[config.mk]
export PLATFORM = sky130hd
export DESIGN_NAME = ads111x_sample_avg_flat
export DESIGN_NICKNAME = d
export VERILOG_FILES = /design/src/rtl/ads111x_sample_avg_if.sv /design/src/rtl/ads111x_sample_avg.sv /design/src/flat_wrapper.sv
export SDC_FILE = /design/constraint.sdc
export NUM_CORES = 1
export LEC_CHECK = 0
export BUFFER_PORTS_ARGS = -buffer_cell sky130_fd_sc_hd__buf_2
export CAP_MARGIN = 20
export CORE_ASPECT_RATIO = 0.75
export CORE_UTILIZATION = 34
export DETAILED_ROUTE_END_ITERATION = 16
export PLACE_DENSITY = 0.61
export SLEW_MARGIN = 40
export SYNTH_ARGS = -nofsm -noshare
export SYNTH_HDL_FRONTEND = slang
export SYNTH_SLANG_ARGS = --single-unit
[constraint.sdc]
create_clock -name sys_clk -period 4.9 [get_ports sys_clk]
set_input_delay 0 -clock sys_clk [delete_from_list [all_inputs] [get_ports sys_clk]]
set_output_delay 0 -clock sys_clk [all_outputs]
set_load 0.01 [all_outputs]
[src/rtl/ads111x_sample_avg_if.sv]
// Stream bundle between the ADS111x reader, the averaging stage and its consumer.
// The averager takes the slave side: it receives raw samples and sources averaged results.
interface ads111x_sample_avg_if;
    logic        s_valid;
    logic [15:0] s_data;
    logic [1:0]  s_chan;
    logic        m_valid;
    logic        m_ready;
    logic [15:0] m_data;
    logic [1:0]  m_chan;
    logic        m_sat;

    modport slave (
        input  s_valid, s_data, s_chan, m_ready,
        output m_valid, m_data, m_chan, m_sat
    );

    modport master (
        output s_valid, s_data, s_chan, m_ready,
        input  m_valid, m_data, m_chan, m_sat
    );
endinterface

[src/rtl/ads111x_sample_avg.sv]
// Per-channel boxcar averager for raw ADS111x conversion words.
// Produces a rounded average per window into a single-entry output register.
module ads111x_sample_avg #(
    parameter int unsigned AVG_LOG2 = 3,
    parameter int unsigned DROP_W   = 8
) (
    input  logic                sys_clk,
    input  logic                sys_rst,
    input  logic                clr,
    ads111x_sample_avg_if.slave bus,
    output logic                overrun,
    output logic [DROP_W-1:0]   drop_cnt
);
    localparam int unsigned ACC_W = 16 + AVG_LOG2;
    localparam int unsigned SUM_W = ACC_W + 1;
    localparam int unsigned CNT_W = (AVG_LOG2 == 0) ? 1 : AVG_LOG2;
    localparam logic [CNT_W-1:0] CNT_LAST = CNT_W'((1 << AVG_LOG2) - 1);
    localparam logic signed [SUM_W-1:0] RND = SUM_W'((1 << AVG_LOG2) >> 1);

    logic signed [ACC_W-1:0] acc_q [4];
    logic signed [ACC_W-1:0] acc_d [4];
    logic [CNT_W-1:0]        cnt_q [4];
    logic [CNT_W-1:0]        cnt_d [4];
    logic [3:0]              sat_q, sat_d;
    logic                    m_valid_q, m_valid_d;
    logic [15:0]             m_data_q, m_data_d;
    logic [1:0]              m_chan_q, m_chan_d;
    logic                    m_sat_q, m_sat_d;
    logic                    overrun_q, overrun_d;
    logic [DROP_W-1:0]       drop_cnt_q, drop_cnt_d;

    logic                    accept, full_scale, complete, pop;
    logic signed [SUM_W-1:0] sum, avg_full;
    logic                    unused_avg_hi;

    assign accept     = bus.s_valid && !clr;
    assign full_scale = (bus.s_data == 16'h7FFF) || (bus.s_data == 16'h8000);
    assign complete   = accept && (cnt_q[bus.s_chan] == CNT_LAST);
    assign pop        = m_valid_q && bus.m_ready;
    assign sum        = SUM_W'(acc_q[bus.s_chan]) + SUM_W'(signed'(bus.s_data));
    assign avg_full   = (sum + RND) >>> AVG_LOG2;
    // Upper bits only repeat the sign: a window average always fits 16 bits.
    assign unused_avg_hi = ^avg_full[SUM_W-1:16];

    always_comb begin
        acc_d      = acc_q;
        cnt_d      = cnt_q;
        sat_d      = sat_q;
        m_valid_d  = m_valid_q;
        m_data_d   = m_data_q;
        m_chan_d   = m_chan_q;
        m_sat_d    = m_sat_q;
        overrun_d  = overrun_q;
        drop_cnt_d = drop_cnt_q;

        if (clr) begin
            for (int unsigned i = 0; i < 4; i++) begin
                acc_d[i] = '0;
                cnt_d[i] = '0;
            end
            sat_d      = '0;
            overrun_d  = 1'b0;
            drop_cnt_d = '0;
        end else if (accept) begin
            if (complete) begin
                acc_d[bus.s_chan] = '0;
                cnt_d[bus.s_chan] = '0;
                sat_d[bus.s_chan] = 1'b0;
            end else begin
                acc_d[bus.s_chan] = acc_q[bus.s_chan] + ACC_W'(signed'(bus.s_data));
                cnt_d[bus.s_chan] = cnt_q[bus.s_chan] + 1'b1;
                sat_d[bus.s_chan] = sat_q[bus.s_chan] | full_scale;
            end
        end

        if (pop) begin
            m_valid_d = 1'b0;
        end

        // A pop in the same cycle frees the register, so the new result loads without a drop.
        if (complete) begin
            if (!m_valid_q || pop) begin
                m_valid_d = 1'b1;
                m_data_d  = avg_full[15:0];
                m_chan_d  = bus.s_chan;
                m_sat_d   = sat_q[bus.s_chan] | full_scale;
            end else begin
                overrun_d = 1'b1;
                if (drop_cnt_q != '1) begin
                    drop_cnt_d = drop_cnt_q + 1'b1;
                end
            end
        end
    end

    always_ff @(posedge sys_clk or posedge sys_rst) begin
        if (sys_rst) begin
            for (int unsigned i = 0; i < 4; i++) begin
                acc_q[i] <= '0;
                cnt_q[i] <= '0;
            end
            sat_q      <= '0;
            m_valid_q  <= 1'b0;
            m_data_q   <= '0;
            m_chan_q   <= '0;
            m_sat_q    <= 1'b0;
            overrun_q  <= 1'b0;
            drop_cnt_q <= '0;
        end else begin
            acc_q      <= acc_d;
            cnt_q      <= cnt_d;
            sat_q      <= sat_d;
            m_valid_q  <= m_valid_d;
            m_data_q   <= m_data_d;
            m_chan_q   <= m_chan_d;
            m_sat_q    <= m_sat_d;
            overrun_q  <= overrun_d;
            drop_cnt_q <= drop_cnt_d;
        end
    end

    assign bus.m_valid = m_valid_q;
    assign bus.m_data  = m_data_q;
    assign bus.m_chan  = m_chan_q;
    assign bus.m_sat   = m_sat_q;
    assign overrun     = overrun_q;
    assign drop_cnt    = drop_cnt_q;
endmodule

[src/flat_wrapper.sv]
// flat-port wrapper written by rule: the top's interface ports become plain ports
module ads111x_sample_avg_flat 
#(
    parameter int unsigned AVG_LOG2 = 3,
    parameter int unsigned DROP_W   = 8
)
  (sys_clk, sys_rst, clr, overrun, drop_cnt, bus_s_valid, bus_s_data, bus_s_chan, bus_m_ready, bus_m_valid, bus_m_data, bus_m_chan, bus_m_sat);
  ads111x_sample_avg_if bus_i ();
  input  logic sys_clk;
  input  logic sys_rst;
  input  logic clr;
  output logic overrun;
  output logic [DROP_W-1:0] drop_cnt;
  input wire logic [$bits(bus_i.s_valid)-1:0] bus_s_valid;
  input wire logic [$bits(bus_i.s_data)-1:0] bus_s_data;
  input wire logic [$bits(bus_i.s_chan)-1:0] bus_s_chan;
  input wire logic [$bits(bus_i.m_ready)-1:0] bus_m_ready;
  output wire logic [$bits(bus_i.m_valid)-1:0] bus_m_valid;
  output wire logic [$bits(bus_i.m_data)-1:0] bus_m_data;
  output wire logic [$bits(bus_i.m_chan)-1:0] bus_m_chan;
  output wire logic [$bits(bus_i.m_sat)-1:0] bus_m_sat;
  assign bus_i.s_valid = bus_s_valid;
  assign bus_i.s_data = bus_s_data;
  assign bus_i.s_chan = bus_s_chan;
  assign bus_i.m_ready = bus_m_ready;
  assign bus_m_valid = bus_i.m_valid;
  assign bus_m_data = bus_i.m_data;
  assign bus_m_chan = bus_i.m_chan;
  assign bus_m_sat = bus_i.m_sat;
  ads111x_sample_avg #(.AVG_LOG2(AVG_LOG2), .DROP_W(DROP_W)) u_core (.sys_clk(sys_clk), .sys_rst(sys_rst), .clr(clr), .bus(bus_i), .overrun(overrun), .drop_cnt(drop_cnt));
endmodule
Word level (Yosys, flattened, before mapping)
Index checks and enable logic that the tools add are counted.
{"block": "totals", "ff_bits": 121, "inputBits": 23, "out_inout_bits": 29, "wordCells": 83}
{"block": "classes", "addsub": 5, "order_cmp": 4, "n_eq_ne": 4, "n_mux": 36, "n_bitwise": 8, "n_reduce_logical": 11}
{"cell": "two-way mux 76 bit", "count": 3}
{"cell": "AND 76 bit", "count": 1}
{"cell": "bitwise mux 76 bit", "count": 1}
{"cell": "NOT 76 bit", "count": 1}
{"cell": "two-way mux 19 bit", "count": 3}
{"cell": "adder 19 x 16 -> 19 bit", "count": 2}
{"cell": "binary-select mux 19 bit (select 2 bit)", "count": 1}
{"cell": "demux 19 bit (select 2 bit)", "count": 1}
{"cell": "two-way mux 12 bit", "count": 3}
{"cell": "two-way mux 8 bit", "count": 4}
{"cell": "adder 19 x 4 -> 19 bit, second input constant", "count": 1}
{"cell": "equality test 16 x 15 -> 1 bit, second input constant", "count": 1}
{"cell": "equality test 16 bit, second input constant", "count": 1}
{"cell": "AND 12 bit", "count": 1}
{"cell": "bitwise mux 12 bit", "count": 1}
{"cell": "two-way mux 4 bit", "count": 3}
{"cell": "NOT 12 bit", "count": 1}
{"cell": "two-way mux 3 bit", "count": 3}
{"cell": "adder 8 x 1 -> 8 bit, second input constant", "count": 1}
{"cell": "two-way mux 1 bit", "count": 8}
{"cell": "inequality test 8 bit, second input constant", "count": 1}
{"cell": "binary-select mux 3 bit (select 2 bit)", "count": 1}
{"cell": "demux 3 bit (select 2 bit)", "count": 1}
{"cell": "logical AND 1 bit", "count": 5}
{"cell": "17 further kinds", "count": 19}

Logic depth before layout (Yosys ltp)
{"block": "depth", "word_depth": 10, "mapped_depth": 14, "depth_no_buf": 12}

Worst setup path before layout
OpenSTA, ideal clock, no wires.
{"block": "synth_timing", "path_kind": "input port to flip-flop", "start": "in bus_s_chan[0]", "end": "reg u_core.m_data_q[12] (netlist: u_core.bus.m_data[12])", "setup_time_ns": 0.130, "t_arrival_ns": 3.067, "t_required_ns": 4.770, "path_slack_ns": 1.703, "stages": 13, "cell_sequence": "buf_2 buf_2 mux4_2 ha_1 inv_1 fa_1 nor2_1 nand3b_1 a21oi_1 o31ai_2 o41ai_1 xnor2_1 o21ai_1"}
{"block": "synth_between", "elab_chain_len": 7}
{"item": "start, declared", "line": "flat_wrapper.sv:16", "source": "input wire logic [$bits(bus_i.s_chan)-1:0] bus_s_chan;"}
{"item": "NOT 2 -> 3 bit (not written as such) (*)", "line": "ads111x_sample_avg.sv:38, ads111x_sample_avg.sv:40"}
{"item": "branches (longest 6 deep; another with adder 19 x 16 -> 19 bit)"}
{"item": "end signal, assigned", "line": "ads111x_sample_avg.sv:114", "source": "m_data_q <= m_data_d;"}
{"item": "end, declared", "line": "ads111x_sample_avg.sv:26", "source": "logic [15:0] m_data_q, m_data_d;"}
Mark *: on every way between the ends. The select of a mux whose other input is x is not followed.
A chain may end at the register's enable or synchronous reset.

Worst setup path in the final report
{"block": "layout_timing", "start": "reg u_core.acc_q[3] (netlist bit)", "end": "reg u_core.m_data_q[12] (netlist: u_core.bus.m_data[12])"}
{"block": "layout_between", "elab_chain_len": 5}
{"item": "start, declared", "line": "ads111x_sample_avg.sv:20", "source": "logic signed [ACC_W-1:0] acc_q [4];"}
{"item": "start signal, assigned by index", "line": "ads111x_sample_avg.sv:99", "source": "acc_q[i] <= '0;"}
{"item": "start signal, assigned", "line": "ads111x_sample_avg.sv:110", "source": "acc_q <= acc_d;"}
{"item": "binary-select mux 19 bit (select 2 bit)", "line": "ads111x_sample_avg.sv:40", "source": "assign sum = SUM_W'(acc_q[bus.s_chan]) + SUM_W'(signed'(bus.s_data));"}
{"item": "two-way mux 19 bit (not written as such) (2 in a row)", "line": "ads111x_sample_avg.sv:40"}
{"item": "adder 19 x 16 -> 19 bit", "line": "ads111x_sample_avg.sv:40"}
{"item": "adder 19 x 4 -> 19 bit", "line": "ads111x_sample_avg.sv:41", "source": "assign avg_full = (sum + RND) >>> AVG_LOG2;"}
Every way passes these cells. The select of a mux whose other input is x is not followed.

==> metrics <==
area growth from synthesis to layout 16.5%; Core Area around 21000 um2; minimum clock period 3.35 ns; final setup vio count 0; IO Pins 52; gr ovfl total 0; Slew Viols, Final 0; post-CTS setup buffers 0; first-pass GRT wire length ~32000 um; synthesized flop and latch total ~120; # rows between 40 and 50; antenna violations before repair 0; Synth warnings 0; Async SR Flop Fraction between 90% and 100%; Post-Syn Instances 766; clock power share a little under half; CP Max Fanout 5; maxcap violations 0; fillers 2147; vias after detailed routing between 6000 and 7000; clock buffer depth 2; Synth cell types 57; pin count of the biggest net entering global routing between 60 and 70; die span in y between 100 and 150 um; CTS buffer count 17; Logic pwr share 14.3%; diode count 0; most frequent cells in the layout 121 x dfrtp_1, 117 x nand2_1, 70 x nor2_1, 50 x buf_2, 43 x inv_1; register area share after synthesis between 40% and 50%; Static Leak around 3.9 nW; hpwl dp 14300 um; Crit. End Element flip-flop; GP Congestion approximately 0.84; Slew headroom 41.0%; internal power about 0.0019 W; worst skew pair latency 0.43 ns; Net Sw Frac 28.5%; CTS clk-pin slew, worst paths 0.06 ns; fraction of post-synthesis cell area in the top cell type by area about two fifths; maximum VDD drop roughly 240 uV; WP data required 5.19 ns; chip width between 150 and 200 um; maximum clock frequency between 200 and 300 MHz; hold crit path type in -> reg; post-synth top area cell dfrtp_1; clock root cell clkbuf_16; dominant cells by area after synthesis dfrtp_1 41%, mux4_2 7.0%, ha_1 6.6%; ys flop type dfrtp_1; H-tree depth 4; initial core utilization around a third; Pre-Repair DR Iteration Count 5; Mapped Nets approximately 840; critical path type reg -> reg; pre-CTS worst setup slack about 1.3 ns; setup_tns 0 ns; Syn Std Cell Area 7380 um2; post-layout worst setup margin between 1.5 and 2 ns; share of layout cells above drive strength 1 15.9%; Clock Skew between 0.01 and 0.015 ns; Post-DRT Antenna Nets 0; routed length per instance around 18 um; worst-margin pin slew approximately 0.88 ns; drt initial violations 641; flop-to-flop setup slack around 1.6 ns; Total Routing Usage GR 19.2%; NetSw around 0.00077 W; Setup crit start kind flip-flop; nets just under 900; post-route clock period utilization 68.4%; Avg Cell Area, Syn 9.63 um2; most common cell after layout, fill and taps aside dfrtp_1; outcome complete, no violations; Remaining DRCs 0; TritonCTS clock tree yes; WL final 20200 um; port bufs between 50 and 60; Post-synth EDFFs 0; RSZ-0062 raised after global routing false; Worst EP arrival ~3.6 ns; Vias/cell roughly 5.4; clock sinks 121; vias in the first global route a little under 6000; Seq pwr share 38.5%; final hold viol count 0; PwrDens 316 nW/um2; die area around 22000 um2
## area by class of cell
type | instances | area (um2) | area share, %
Clock buffer | 18 | 439 | 5.11
Clock inverter | 14 | 161 | 1.88
Multi-Input combinational cell | 567 | 4060 | 47.2
Sequential cell | 121 | 3030 | 35.2
Inverter | 44 | 170 | 1.98
Timing Repair Buffer | 66 | 379 | 4.41
Tap cell | 288 | 360 | 4.19
## logic make-up after synthesis
logic type | Yosys count | share of synthesized area, %
flip-flops | 121 | 41.0
multiplexers | 26 | 7.44
AO/OA/AOI/OAI | 173 | 15.4
XOR/XNOR | 29 | 3.44
buffers and inverters | 78 | 4.05
adder cells (fa/ha/maj) | 55 | 11.0
AND/OR/NAND/NOR | 284 | 17.7
## routing by layer
layer	vias to the layer above	global-route usage [%]	wire length, um
met5	-	0	0
met4	0	4.48	162
met3	15	4.00	1500
met2	234	28.1	8530
met1	2985	28.7	9960
li1	2812	-	-
## metrics by stage
| step | instances | hold slack (ns) | util (%) | cell area, um2 | total power [W] |
|---|---|---|---|---|---|
| floorplan | 766 | 0.209 | - | 7380 | 0.00133 |
| global placement | 1084 | 0.188 | 37.6 | 7960 | 0.00144 |
| detailed placement | 1084 | 0.184 | 37.6 | 7970 | 0.00145 |
| CTS | 1118 | 0.0413 | 40.6 | 8590 | 0.00273 |
| global route | 1118 | 0.0735 | 40.6 | 8600 | 0.00282 |
| finish | 1118 | 0.0489 | 40.6 | 8600 | 0.00271 |
## power groups by stage
stage / sequential [W] / combinational (W) / clock, W
2_1_floorplan: 0.00106 / 0.000275 / 0
3_3_place_gp: 0.00106 / 0.000379 / 0
3_5_place_dp: 0.00106 / 0.000383 / 0
4_1_cts: 0.00105 / 0.000388 / 0.00130
5_1_grt: 0.00105 / 0.000434 / 0.00133
6_report: 0.00105 / 0.000389 / 0.00128
## sequential cells by signal, indices dropped and copies added, names as in the netlist
signal              flops
u_core.cnt_q           12
u_core.bus.m_chan       2
u_core.sat_q            4
u_core.bus.m_data      16
u_core.bus.m_sat        1
u_core.drop_cnt         8
u_core.bus.m_valid      1
u_core.overrun          1
u_core.acc_q           76
## synthesized netlist by cell type (11+ instances only)
master	number
inv_1	44
nor2_1	71
o21ai_0	39
clkbuf_1	25
ha_1	39
nand3_1	11
fa_1	16
dfrtp_1	121
nand3b_1	16
a22o_1	12
nand2_1	120
a22oi_1	11
nor2b_1	14
nor3_1	19
o21ai_1	12
a21oi_1	37
xnor2_1	19
mux4_2	23
## worst paths after layout
kind,startpoint,endpoint,cells after the start
setup / recovery,u_core.acc_q[3],u_core.bus.m_data[12],11
hold / removal,clr,u_core.acc_q[64],2
setup reg to reg,u_core.acc_q[3],u_core.bus.m_data[12],11
hold reg to reg,u_core.bus.m_chan[0],u_core.bus.m_chan[0],2
max in group asynchronous,sys_rst,u_core.acc_q[60],4
min in group asynchronous,sys_rst,u_core.acc_q[48],3
## critical path, cell delays in order (launching register included)
cell and delay (ns):
dfrtp_1 0.39, mux4_2 0.48, ha_1 0.25, inv_1 0.09, fa_1 0.45, nor2_1 0.19, nand3b_1 0.12, a21oi_1 0.39
o31ai_2 0.18, o41ai_1 0.42, xnor2_1 0.17, o21ai_1 0.07
## what timing repair did
action | 4_1_cts | 5_1_grt
hold buffers | 2 | 0
resized for setup | 0 | 0
hold endpoints to repair | 60 | 0
Note: power is estimated with default switching activity, not from simulation.
